--- config.mk ---
export PLATFORM = sky130hd
export DESIGN_NAME = freq_counter_master
export DESIGN_NICKNAME = d
export VERILOG_FILES = /design/src/rtl/freq_counter_pkg.sv /design/src/rtl/freq_result_fifo.sv /design/src/rtl/freq_counter_master.sv
export SDC_FILE = /design/constraint.sdc
export NUM_CORES = 1
export LEC_CHECK = 0
export ABC_AREA = 1
export CORE_ASPECT_RATIO = 0.8
export CORE_MARGIN = 3
export CORE_UTILIZATION = 45
export CTS_BUF_LIST = sky130_fd_sc_hd__clkbuf_4
export CTS_CLUSTER_SIZE = 28
export DETAILED_ROUTE_END_ITERATION = 6
export SLEW_MARGIN = 15
export SYNTH_ARGS = -nofsm -noshare
export SYNTH_HDL_FRONTEND = slang
export SYNTH_SLANG_ARGS = --single-unit
--- constraint.sdc ---
create_clock -name clk_i -period 11.15 [get_ports clk_i]
set_input_delay 1.6725 -clock clk_i [delete_from_list [all_inputs] [get_ports clk_i]]
set_output_delay 1.6725 -clock clk_i [all_outputs]
set_load 0.005 [all_outputs]
--- src/rtl/freq_counter_pkg.sv ---
// Shared constants, FSM state encoding, result layout and fine-period arithmetic
// for the frequency counter bus master.
package freq_counter_pkg;

  localparam logic [31:0] ADDR_CTRL_DEF  = 32'h8;
  localparam logic [31:0] ADDR_COUNT_DEF = 32'h9;
  localparam logic [31:0] ADDR_PHASE_DEF = 32'hA;

  localparam int CTRL_START = 7;
  localparam int CTRL_DONE  = 6;
  localparam int CTRL_READY = 5;
  localparam int CTRL_CLR   = 0;

  localparam int PHASE_STEPS = 5;

  localparam int COUNT_W = 32;
  localparam int FINE_W  = 35;
  localparam int RES_W   = 1 + COUNT_W + FINE_W;

  typedef enum logic [2:0] {
    IDLE, CLR, ARM, GAP, POLL, RD_CNT, RD_PH, PUSH
  } fsm_state_t;

  typedef struct packed {
    logic               timeout;
    logic [COUNT_W-1:0] count;
    logic [FINE_W-1:0]  fine;
  } result_t;

  // Out-of-range phase steps come from a glitched decoder; treat them as step 0.
  function automatic logic [2:0] phase_step(input logic [2:0] s);
    return (s >= 3'(PHASE_STEPS)) ? 3'd0 : s;
  endfunction

  function automatic logic [FINE_W-1:0] calc_fine(input logic [31:0] count,
                                                  input logic [31:0] phase);
    logic [FINE_W:0] sum;
    sum = {2'b00, count, 2'b00} + {4'b0000, count}
        + {33'd0, phase_step(phase[7:5])} - {33'd0, phase_step(phase[2:0])};
    // count*5 never reaches bit 35, so a set top bit can only mean a negative result
    return sum[FINE_W] ? '0 : sum[FINE_W-1:0];
  endfunction

endpackage

--- src/rtl/freq_result_fifo.sv ---
// Synchronous result FIFO; head entry is presented straight from the storage flops.
module freq_result_fifo
  import freq_counter_pkg::*;
#(
  parameter int DEPTH = 4
) (
  input  logic    clk,
  input  logic    rst,
  input  logic    push,
  input  result_t din,
  output logic    full,
  input  logic    pop,
  output logic    valid,
  output result_t head
);

  localparam int AW = (DEPTH > 1) ? $clog2(DEPTH) : 1;
  localparam logic [AW:0] FULL_CNT = DEPTH[AW:0];

  result_t       mem [DEPTH];
  logic [AW-1:0] wr_ptr, rd_ptr;
  logic [AW:0]   cnt;
  logic          do_push, do_pop;

  assign do_pop  = pop && (cnt != '0);
  assign do_push = push && (!full || do_pop);
  assign full    = (cnt == FULL_CNT);
  assign valid   = (cnt != '0);
  assign head    = mem[rd_ptr];

  always_ff @(posedge clk) begin
    if (rst) begin
      wr_ptr <= '0;
      rd_ptr <= '0;
      cnt    <= '0;
      for (int i = 0; i < DEPTH; i++) mem[i] <= '0;
    end else begin
      if (do_push) begin
        mem[wr_ptr] <= din;
        wr_ptr      <= wr_ptr + 1'b1;
      end
      if (do_pop) rd_ptr <= rd_ptr + 1'b1;
      case ({do_push, do_pop})
        2'b10:   cnt <= cnt + 1'b1;
        2'b01:   cnt <= cnt - 1'b1;
        default: ;
      endcase
    end
  end

endmodule

--- src/rtl/freq_counter_master.sv ---
// Wishbone master sequencing the frequency counter slave: clear, arm, poll,
// read count and phase, and queue the combined fine-resolution period.
module freq_counter_master
  import freq_counter_pkg::*;
#(
  parameter logic [31:0] ADDR_CTRL    = ADDR_CTRL_DEF,
  parameter logic [31:0] ADDR_COUNT   = ADDR_COUNT_DEF,
  parameter logic [31:0] ADDR_PHASE   = ADDR_PHASE_DEF,
  parameter int          POLL_GAP     = 16,
  parameter int          MEAS_TIMEOUT = 2**24,
  parameter int          ACK_TIMEOUT  = 16,
  parameter int          FIFO_DEPTH   = 4
) (
  input  logic        clk_i,
  input  logic        rst_i,
  input  logic        run_i,
  input  logic        single_i,
  output logic [31:0] addr_o,
  output logic [31:0] dat_o,
  input  logic [31:0] dat_i,
  output logic        we_o,
  output logic [3:0]  sel_o,
  output logic        cyc_o,
  output logic        stb_o,
  input  logic        ack_i,
  input  logic        err_i,
  output logic        res_valid_o,
  input  logic        res_ready_i,
  output logic [34:0] res_fine_o,
  output logic [31:0] res_count_o,
  output logic        res_timeout_o,
  output logic        busy_o,
  output logic        bus_err_o
);

  localparam int GAP_W  = $clog2(POLL_GAP + 1);
  localparam int MEAS_W = $clog2(MEAS_TIMEOUT + 1);
  localparam int ACKC_W = $clog2(ACK_TIMEOUT + 1);

  localparam logic [GAP_W-1:0]  GAP_LAST  = GAP_W'(POLL_GAP - 1);
  localparam logic [MEAS_W-1:0] MEAS_LIM  = MEAS_W'(MEAS_TIMEOUT);
  localparam logic [ACKC_W-1:0] ACK_LIM   = ACKC_W'(ACK_TIMEOUT);
  localparam logic [31:0]       CMD_CLR   = 32'd1 << CTRL_CLR;
  localparam logic [31:0]       CMD_START = 32'd1 << CTRL_START;

  fsm_state_t        state;
  logic [GAP_W-1:0]  gap_cnt;
  logic [MEAS_W-1:0] meas_cnt;
  logic [ACKC_W-1:0] ack_cnt;
  logic              to_pending;
  logic [31:0]       cnt_q;
  result_t           res_q;
  result_t           head;
  logic              fifo_full, push;
  logic [31:0]       bus_addr, bus_dat;
  logic              bus_we;
  logic              strobe_live, accept, abort, meas_expired;

  always_comb begin
    bus_addr = ADDR_CTRL;
    bus_dat  = '0;
    bus_we   = 1'b0;
    case (state)
      CLR:     begin bus_we = 1'b1; bus_dat = CMD_CLR;   end
      ARM:     begin bus_we = 1'b1; bus_dat = CMD_START; end
      RD_CNT:  bus_addr = ADDR_COUNT;
      RD_PH:   bus_addr = ADDR_PHASE;
      default: ;
    endcase
  end

  // The slave holds ack/err level from the previous transaction, so the first
  // strobe cycle (ack_cnt == 0) never qualifies.
  assign strobe_live  = cyc_o && (ack_cnt != '0);
  assign accept       = strobe_live && ack_i && !err_i;
  assign abort        = strobe_live && (err_i || (!ack_i && ack_cnt >= ACK_LIM));
  assign meas_expired = (meas_cnt >= MEAS_LIM);
  assign push         = (state == PUSH) && !fifo_full;
  assign busy_o       = (state != IDLE);

  always_ff @(posedge clk_i) begin
    if (rst_i) begin
      state      <= IDLE;
      cyc_o      <= 1'b0;
      stb_o      <= 1'b0;
      we_o       <= 1'b0;
      sel_o      <= '0;
      addr_o     <= '0;
      dat_o      <= '0;
      ack_cnt    <= '0;
      gap_cnt    <= '0;
      meas_cnt   <= '0;
      to_pending <= 1'b0;
      cnt_q      <= '0;
      res_q      <= '0;
      bus_err_o  <= 1'b0;
    end else begin
      if ((state == GAP || state == POLL) && !meas_expired) meas_cnt <= meas_cnt + 1'b1;
      case (state)
        IDLE: if (run_i || single_i) begin
          state      <= CLR;
          to_pending <= 1'b0;
        end
        GAP: begin
          if (meas_expired) begin
            state      <= CLR;
            to_pending <= 1'b1;
          end else if (gap_cnt == GAP_LAST) begin
            gap_cnt <= '0;
            state   <= POLL;
          end else begin
            gap_cnt <= gap_cnt + 1'b1;
          end
        end
        PUSH: if (!fifo_full) state <= run_i ? CLR : IDLE;
        default: begin
          // Bus states: first cycle idle, then hold the strobe until accept/abort.
          if (!cyc_o) begin
            cyc_o   <= 1'b1;
            stb_o   <= 1'b1;
            sel_o   <= 4'hF;
            we_o    <= bus_we;
            addr_o  <= bus_addr;
            dat_o   <= bus_dat;
            ack_cnt <= '0;
          end else if (abort || accept) begin
            cyc_o <= 1'b0;
            stb_o <= 1'b0;
            sel_o <= '0;
            we_o  <= 1'b0;
            if (abort) begin
              bus_err_o  <= 1'b1;
              to_pending <= 1'b0;
              state      <= CLR;
            end else begin
              case (state)
                CLR: if (to_pending) begin
                  res_q <= result_t'{timeout: 1'b1, count: '0, fine: '0};
                  state <= PUSH;
                end else begin
                  state <= ARM;
                end
                ARM: begin
                  meas_cnt <= '0;
                  gap_cnt  <= '0;
                  state    <= GAP;
                end
                POLL: begin
                  gap_cnt <= '0;
                  state   <= (dat_i[CTRL_DONE] && !dat_i[CTRL_START]) ? RD_CNT : GAP;
                end
                RD_CNT: begin
                  cnt_q <= dat_i;
                  state <= RD_PH;
                end
                RD_PH: begin
                  res_q <= result_t'{timeout: 1'b0, count: cnt_q, fine: calc_fine(cnt_q, dat_i)};
                  state <= PUSH;
                end
                default: state <= IDLE;
              endcase
            end
          end else begin
            ack_cnt <= ack_cnt + 1'b1;
          end
        end
      endcase
    end
  end

  freq_result_fifo #(.DEPTH(FIFO_DEPTH)) u_fifo (
    .clk   (clk_i),
    .rst   (rst_i),
    .push  (push),
    .din   (res_q),
    .full  (fifo_full),
    .pop   (res_ready_i),
    .valid (res_valid_o),
    .head  (head)
  );

  assign res_fine_o    = head.fine;
  assign res_count_o   = head.count;
  assign res_timeout_o = head.timeout;

endmodule
==> out/qor.txt <==
Core area: 48600 µm²
Layout Nets: 2954
H-tree depth: 3
RePlAce Congestion: 0.969
Class of the worst hold path: reg -> reg
Worst Skew: 0.0448 ns
Vias post-DR: 18000
CTS Buf Count: 109
Logic pwr share: 0.166
Drt wl/cell: 16.9 µm
Placement Rows: 72
Clock transition at path regs: 0.07 ns
Fraction of layout cells with a size suffix above 1: 0.0853
Slew Limit Fails: 0
Tot GR Track Use: 0.231
Initial antenna violation count: 3
Initial DRC Count: 1467
Seq cells post-synth: 429
Rel. slew slack: 0.158
Clock latency on the worst-skew pair: 0.87 ns
Port Buffers: 121
Gr ovfl total: 0
Worst ir drop on vdd: 99.4 µV
Starting Density: 0.457
Via-to-Cell Ratio: 5.11
Core Util, Final: 0.517
Worst-Margin Slew: 1.26 ns
Synthesized instance count: 2675
Part of the cycle the worst path needs: 0.499
Post-Syn Area: 22200 µm²
Adder-cell area share of the yosys netlist: 0.0626
P_leak: 10.1 nW
CTS resizes: 0
Power Total: 3.84 mW
CTS Hold Bufs: 0
First-pass GRT wire length: 94200 µm
Crit Path Max Fanout: 98
Post-synthesis compound-gate area fraction: 0.110
CP Class: reg -> out
Drt first pass iters: 7
RSZ-0062 raised after global routing: false
Cell variety after synth: 42
Hold Fails Final Rpt: 0
Critical path arrival: 3.89 ns
I/O pins: 181
Setup TNS: 0 ns
Mux contribution to synthesized area: 0
Layout area overhead: 13.2%
PwrDens: 153 nW/µm²
Power share of the clock group: 0.369
Detailed placer's ending HPWL: 38700 µm
Post-CTS Setup Inserts: 0
Vias in the first global route: 17600
Clock root buffer: clkbuf_4
Required @ worst endpoint: 9.48 ns
Simple-Gate Fraction of Synth Area: 0.195
Net Sw Frac: 0.278
Post-DRT Antenna Nets: 0
Ys Warns: 0
Largest family of logic cells by synthesized area: simple AND/OR/NAND/NOR gates
Peak Freq: 0.180 GHz
Sequential Power Share: 0.465
Sequential area share after synthesis: 0.510
Pint: 2.78 mW
CTS tree: yes
CP endpoint kind: primary output
Minimum clock period: 5.56 ns
Routed WL: 59800 µm
CTS sink count: 429
Pin count of the biggest net entering global routing: 99
DIE HEIGHT: 205 µm
Switching power: 1.07 mW
Final Setup Violations: 0
DIE WIDTH: 254 µm
Syn Area/Cell: 8.30 µm²
Clk buf depth: 3
Synth Area in XOR/XNOR: 0.0122
CP startpoint kind: flip-flop
Die area: 52000 µm²
Drt drc: 0
Max-cap viol count: 0
Outcome: finished, final reports clean
[through the flow]
| step | cells | worst slack (ns) | instance area, µm² | hold slack, ns |
|---|---|---|---|---|
| after floorplan | 2733 | 4.90 | 22400 | 0.422 |
| after global placement | 3325 | 5.77 | 23600 | 0.439 |
| after detailed placement | 3325 | 5.70 | 23600 | 0.452 |
| after CTS | 3525 | 5.49 | 25100 | 0.461 |
| after global routing | 3531 | 5.23 | 25100 | 0.473 |
| final | 3531 | 5.59 | 25100 | 0.456 |
[flip-flops by register name (all words and copies together), names as in the netlist, named ones only]
name and cells:
u_fifo.mem 272, we_o 1, addr_o 3, ack_cnt 5
dat_o 2, to_pending 1, meas_cnt 25, res_q 68
u_fifo.cnt 3, sel_o 1, cyc_o 1, bus_err_o 1
u_fifo.rd_ptr 2, u_fifo.wr_ptr 2, state 3, gap_cnt 5
cnt_q 32
[Yosys cell counts (all sizes together)]
library cell,number,area share
nand3,41,0.0092
o211ai,2,0.00068
and2,1,0.00028
o21ai,206,0.047
buf,94,0.031
nand3b,3,0.0016
nand2,422,0.073
ha,103,0.058
or2,1,0.00028
nand4,17,0.0048
fa,5,0.0045
a211oi,4,0.0014
a31oi,4,0.0014
edfxtp,272,0.37
clkinv,2,0.00034
nor2,566,0.098
o22ai,68,0.019
nor3,28,0.0068
xor2,17,0.0067
xnor2,14,0.0055
inv,388,0.066
dfxtp,157,0.14
clkbuf,81,0.014
a21oi,165,0.037
nor4,2,0.00056
conb,1,0.00017
a21o,2,0.00068
o21bai,8,0.0027
a221oi,1,0.00039
[power by group through the flow]
stage	clock network, mW	logic, mW	registers [mW]
after floorplan	0	0.393	1.80
after global placement	0	0.636	1.82
after detailed placement	0	0.637	1.82
after CTS	1.46	0.641	1.79
after global routing	1.55	0.706	1.79
final	1.42	0.638	1.79
[logic make-up (layout without fill, tap and decap cells)]
kind of cell	after synthesis	count (layout)
flops	429	429
simple gates	1081	1081
other cells	1	65
buf+inv	565	728
xor+xnor	31	31
fa+ha+maj	108	108
compound gates	460	460
[worst max-delay path, cell delays in order, from the launching register on]
cell and delay, ns:
dfxtp_4 0.69, clkinv_2 0.65, buf_4 0.59, o21ai_0 0.31
o22ai_1 0.15, clkdlybuf4s50_1 0.49
[layout by cell type, fill, tap and decap left out, types with 27 or more instances in the layout]
| cell | count |
|---|---|
| clkbuf_4 | 175 |
| edfxtp_1 | 272 |
| nor2_1 | 558 |
| o21ai_0 | 197 |
| o22ai_1 | 68 |
| ha_1 | 103 |
| dfxtp_1 | 155 |
| nor3_1 | 27 |
| nand3_1 | 41 |
| clkdlybuf4s50_1 | 120 |
| a21oi_1 | 165 |
| nand2_1 | 409 |
| inv_1 | 377 |
| conb_1 | 59 |
[layout make-up]
| class | instances | area [µm²] |
|---|---|---|
| Multi-Input combinational cell | 1739 | 8690 |
| Sequential cell | 429 | 11300 |
| Clock buffer | 175 | 1310 |
| Antenna cell | 6 | 15.0 |
| Tap cell | 629 | 787 |
| Fill cell | 4684 | 23400 |
| Clock inverter | 25 | 189 |
| Timing Repair Buffer | 138 | 1330 |
| Inverter | 390 | 1470 |
[per-layer routing]
metal	share of wire	vias to the layer above	GRT usage
met1	0.46	8533	0.324
met3	0.069	64	0.0407
met4	0.016	2	0.0622
li1	-	8860	-
met5	0.00022	-	0
met2	0.46	570	0.369
[worst paths after layout]
check             slack [ns]  startpoint  cells past startpoint           endpoint
hold reg to reg         0.46    cnt_q[3]                      2          res_q[38]
setup reg to reg        7.22    state[2]                     11  u_fifo.mem[3][41]
setup / recovery        5.59   flip-flop                      5    res_count_o[13]
hold / removal          0.46    cnt_q[3]                      2          res_q[38]
No activity file was read; power rests on OpenSTA's default activity.
